File: config.mk
export PLATFORM = sky130hd
export DESIGN_NAME = tff_mod_counter
export DESIGN_NICKNAME = d
export VERILOG_FILES = /design/src/rtl/tff_mod_counter.sv
export SDC_FILE = /design/constraint.sdc
export NUM_CORES = 1
export LEC_CHECK = 0
export BUFFER_PORTS_ARGS = -buffer_cell sky130_fd_sc_hd__buf_2
export CAP_MARGIN = 25
export CORE_AREA = 2 2 39 41
export DETAILED_ROUTE_END_ITERATION = 7
export DIE_AREA = 0 0 41 43
export HOLD_SLACK_MARGIN = 0.03
export PLACE_DENSITY_LB_ADDON = 0.15
export SYNTH_ARGS = -nofsm -noshare
export SYNTH_HDL_FRONTEND = slang
export SYNTH_SLANG_ARGS = --single-unit
File: constraint.sdc
create_clock -name clk -period 1.6 [get_ports clk]
set_clock_uncertainty 0.15 [all_clocks]
set_input_delay 0.16 -clock clk [delete_from_list [all_inputs] [get_ports clk]]
set_output_delay 0.16 -clock clk [all_outputs]
set_load 0.01 [all_outputs]
File: src/rtl/tff_mod_counter.sv
// tff_mod_counter
//
// Parametrised up/down modulo counter built from WIDTH toggle stages.
// The count runs from zero up to one below the modulus. The counter
// supports hold, count up, count down and a saturating parallel load.
// It provides a combinational terminal-count flag and a registered
// one-cycle wrap pulse.
module tff_mod_counter #(
  parameter int unsigned WIDTH = 4,
  parameter int unsigned MOD   = 16
) (
  input  logic             clk,
  input  logic             clr_bar,
  input  logic             en,
  input  logic [1:0]       mode,
  input  logic [WIDTH-1:0] d,
  output logic [WIDTH-1:0] Q,
  output logic [WIDTH-1:0] Qbar,
  output logic             tc,
  output logic             wrap
);

  typedef enum logic [1:0] {
    MODE_HOLD = 2'b00,
    MODE_UP   = 2'b01,
    MODE_DOWN = 2'b10,
    MODE_LOAD = 2'b11
  } mode_e;

  localparam logic [WIDTH-1:0] MAX_CNT = WIDTH'(MOD - 1);
  localparam logic [WIDTH-1:0] ONE     = WIDTH'(1);

  mode_e            mode_s;
  logic [WIDTH-1:0] next_q;
  logic [WIDTH-1:0] t;
  logic             at_max;
  logic             at_zero;

  assign mode_s  = mode_e'(mode);
  assign at_max  = (Q == MAX_CNT);
  assign at_zero = (Q == '0);

  // Target value for the next edge; it reaches the register only through
  // the per-bit toggle enables below.
  always_comb begin
    next_q = Q;
    case (mode_s)
      MODE_HOLD: next_q = Q;
      MODE_UP: begin
        if (en) begin
          next_q = at_max ? '0 : (Q + ONE);
        end
      end
      MODE_DOWN: begin
        if (en) begin
          next_q = at_zero ? MAX_CNT : (Q - ONE);
        end
      end
      MODE_LOAD: next_q = (d > MAX_CNT) ? MAX_CNT : d;
      default:   next_q = Q;
    endcase
  end

  // A bit toggles exactly where the target value differs from the current one.
  assign t = Q ^ next_q;

  // The terminal-count condition is the same condition that makes the edge
  // wrap, so the registered wrap flag is simply tc sampled on the edge.
  assign tc = en & (((mode_s == MODE_UP) & at_max) |
                    ((mode_s == MODE_DOWN) & at_zero));

  always_ff @(posedge clk or negedge clr_bar) begin
    if (!clr_bar) begin
      Q    <= '0;
      wrap <= 1'b0;
    end else begin
      for (int unsigned i = 0; i < WIDTH; i++) begin
        if (t[i]) begin
          Q[i] <= ~Q[i];
        end
      end
      wrap <= tc;
    end
  end

  assign Qbar = ~Q;

endmodule

==> flow_summary.toml <==
[drt]
ant_nets = 0
via_count = 534
drt_iter0_drc = 14
wl_per_cell_um = 12.6
firstDrtPassIters = 4
wl_um = 1280
drc_errors = 0
vias_per_cell = 5.29

[sta]
finalMaxSlewViolations = 0
fin_crit_ns = 1.93
hold_viol = 0
tightest_slew_ns = 0.290
whs_ns = 0.107
rsz0062_at_grt = "true"
finalCritPeriodShare = 1.21
worst_slack_ns = -0.334
max_freq_ghz = 0.517
setup_viol = 1
max_slew_margin = 0.804

[die]
core_area_sq_um = 1380
num_io_pins = 19
die_area_sq_um = 1760
die_w_um = 41
fp.dieH_um = 43
start_util = 0.325
placementRows = 14

[synthesis]
synth_xor_area_frac = 0
synth_fa_ha_area_frac = 0.0780
synthTopCellsByArea = "dfrtp_1 (28%), inv_1 (5.8%), and3b_1 (5.8%), ha_1 (5.6%), a21oi_1 (4.5%)"
synth_compound_area_frac = 0.323
synth_top_area_cell = "dfrtp_1"
ys_ff_latch = 5
synth_edf_count = 0
yosys-mux-area-fraction = 0
synth_ff_type = "dfrtp_1"
netlist_area_sq_um = 449
synth.most_common_cell = "inv_1"
synthSimpleGateAreaFrac = 0.223
yosys_warnings = 0
synth_top_area_share = 0.279
synth-async-reset-ratio = 1.00
synth_top_family_by_area = "compound AO/OA/AOI/OAI gates"
synthesis.nets = 64
synth_cells = 53
synth.distinct_cells = 28
syn_avg_cell_area_sq_um = 8.48
synth_common_cells = "inv_1 (7), dfrtp_1 (5), a21oi_1 (4), nand3_1 (4), and3b_1 (3)"
ys_seq_area_frac = 0.279

[outcome]
violations = "negative setup slack"
status = "finished with violations"

[cts]
clock_path_buffers = 2
clk_pin_slew_ns = 0.04
clk_latency_ns = 0.24
clock-sinks = 5
tritoncts = "built"
cts_buffers = 3
htreeDepth = 1
cts-root-buf = "clkbuf_4"

[finish]
fin_nets = 97
area_growth_pct = 59.1
nFillCells = 140
antenna_cells = 0
drive_above_1_share = 0.506

[place]
preCtsSetupSlack_ns = -0.0957
io_buffers = 18
globalplace.congestion = 0.727
dpl.hpwl_um = 933

[worst_setup_path]
cp.arrival_ns = 1.62
crit_fanout = 2
critical_path_class = "flop to output pin"
worst_setup_path_start_kind = "flop"
endpoint_kind = "output pin"
required_ns = 1.29

[power_and_ir_drop]
max-vdd-ir-drop_v = 0.000846
power.density_nw_per_um2 = 1070
p_leak_nw = 0.342

[grt]
grt_pass1_vias = 435
grt_pass1_wl_um = 1960
grt_overflow = 0
antenna_found_initial = 0
track_usage = 0.162
grt_max_degree = 18

[hold_path]
hold_class = "input pin to asynchronous set/reset pin"

[job]
cap_violations = 0
logic make-up (layout without fill, tap and decap cells):
| group | count (synthesis) | count (layout) |
|---|---|---|
| compound gates | 20 | 20 |
| simple gates | 15 | 15 |
| buf+inv | 10 | 42 |
| flops | 5 | 5 |
| fa+ha+maj | 3 | 3 |
metrics by stage:
step                      total power, mW   util  instance area (sq um)  std cells  TNS [ns]
after detailed placement            0.587  0.453                    627         93   -0.0957
after CTS                           0.749  0.492                    681         99    -0.326
after global routing                0.826  0.516                    714        101    -0.447
final                               0.761  0.516                    714        101    -0.334
after floorplan                     0.393      -                    467         53   -0.0920
after global placement              0.584  0.453                    627         93   -0.0494
final timing paths:
path	cells past startpoint	from	slack, ns	endpoint
setup reg to reg	5	Q[0]	0.02	Q[0]
setup / recovery	6	Q[0]	-0.33	tc
max in group asynchronous	2	clr_bar	1.05	Q[1]
min in group clk	3	d[1]	0.11	Q[1]
hold / removal	2	clr_bar	0.11	wrap
hold reg to reg	3	Q[0]	0.53	Q[0]
state kept, by name, indices dropped and copies added (netlist names):
signal  flops
Q           4
wrap        1
final cells by class:
cell class / count / area [sq um] / share of cell area
well taps: 16 / 20.0 / 0.0280
multi-input cells: 38 / 319 / 0.447
repair buffers: 31 / 193 / 0.270
flip-flops and latches: 5 / 128 / 0.179
clock buffers: 4 / 26.3 / 0.0368
inverters: 7 / 28.8 / 0.0403
layer usage:
layer | track usage | part of all wire
met4 | 0.0400 | 0
met2 | 0.241 | 0.50
met1 | 0.224 | 0.44
met3 | 0.0471 | 0.062
met5 | 0 | 0
power by group:
group	total (mW)	leakage [nW]	internal, mW	switching (mW)
combinational	0.437	0.268	0.221	0.215
sequential	0.178	0.0588	0.159	0.0187
clock	0.146	0.0150	0.0943	0.0520
total	0.761	0.342	0.475	0.286
worst max-delay path, cell delays in order (launching register included):
cell and delay, ns:
dfrtp_2 0.41, inv_4 0.07, ha_4 0.12, or3b_4 0.38, nor3_2 0.11, o21a_1 0.16
buf_2 0.13
placed cells by master, fill, tap and decap left out:
master / netlist / layout
a21boi_0: 1 / 1
a21oi_1: 4 / 4
a311oi_1: 1 / 1
a31o_2: 1 / 1
a32o_1: 1 / 1
a32oi_1: 1 / 1
a41oi_1: 2 / 2
and2b_2: 1 / 1
and3b_1: 3 / 3
buf_2: 2 / 18
buf_4: 1 / 11
clkbuf_1: 0 / 1
clkbuf_4: 0 / 3
dfrtp_1: 5 / 3
dfrtp_2: 0 / 2
dlygate4sd3_1: 0 / 2
ha_4: 0 / 2
inv_1: 7 / 5
inv_2: 0 / 1
inv_4: 0 / 1
maj3_1: 1 / 1
nand2b_1: 2 / 2
nand3_1: 4 / 4
nand3b_1: 1 / 1
nand4_1: 1 / 1
nor3_1: 2 / 1
nor3_2: 0 / 1
o211ai_1: 2 / 2
o21a_1: 1 / 1
o21ai_0: 2 / 2
o21bai_1: 1 / 1
o22ai_2: 0 / 1
o2bb2ai_1: 1 / 1
o311ai_0: 1 / 1
or3b_4: 0 / 1
timing repair:
action | CTS | global route
pin swaps | 0 | 1
buffers inserted | 0 | 2
hold endpoints to repair | 6 | 0
setup endpoints to repair | 1 | 3
cloned | 0 | 0
hold buffers | 2 | 0
resized for setup | 2 | 3
No activity file was read; power rests on OpenSTA's default activity.
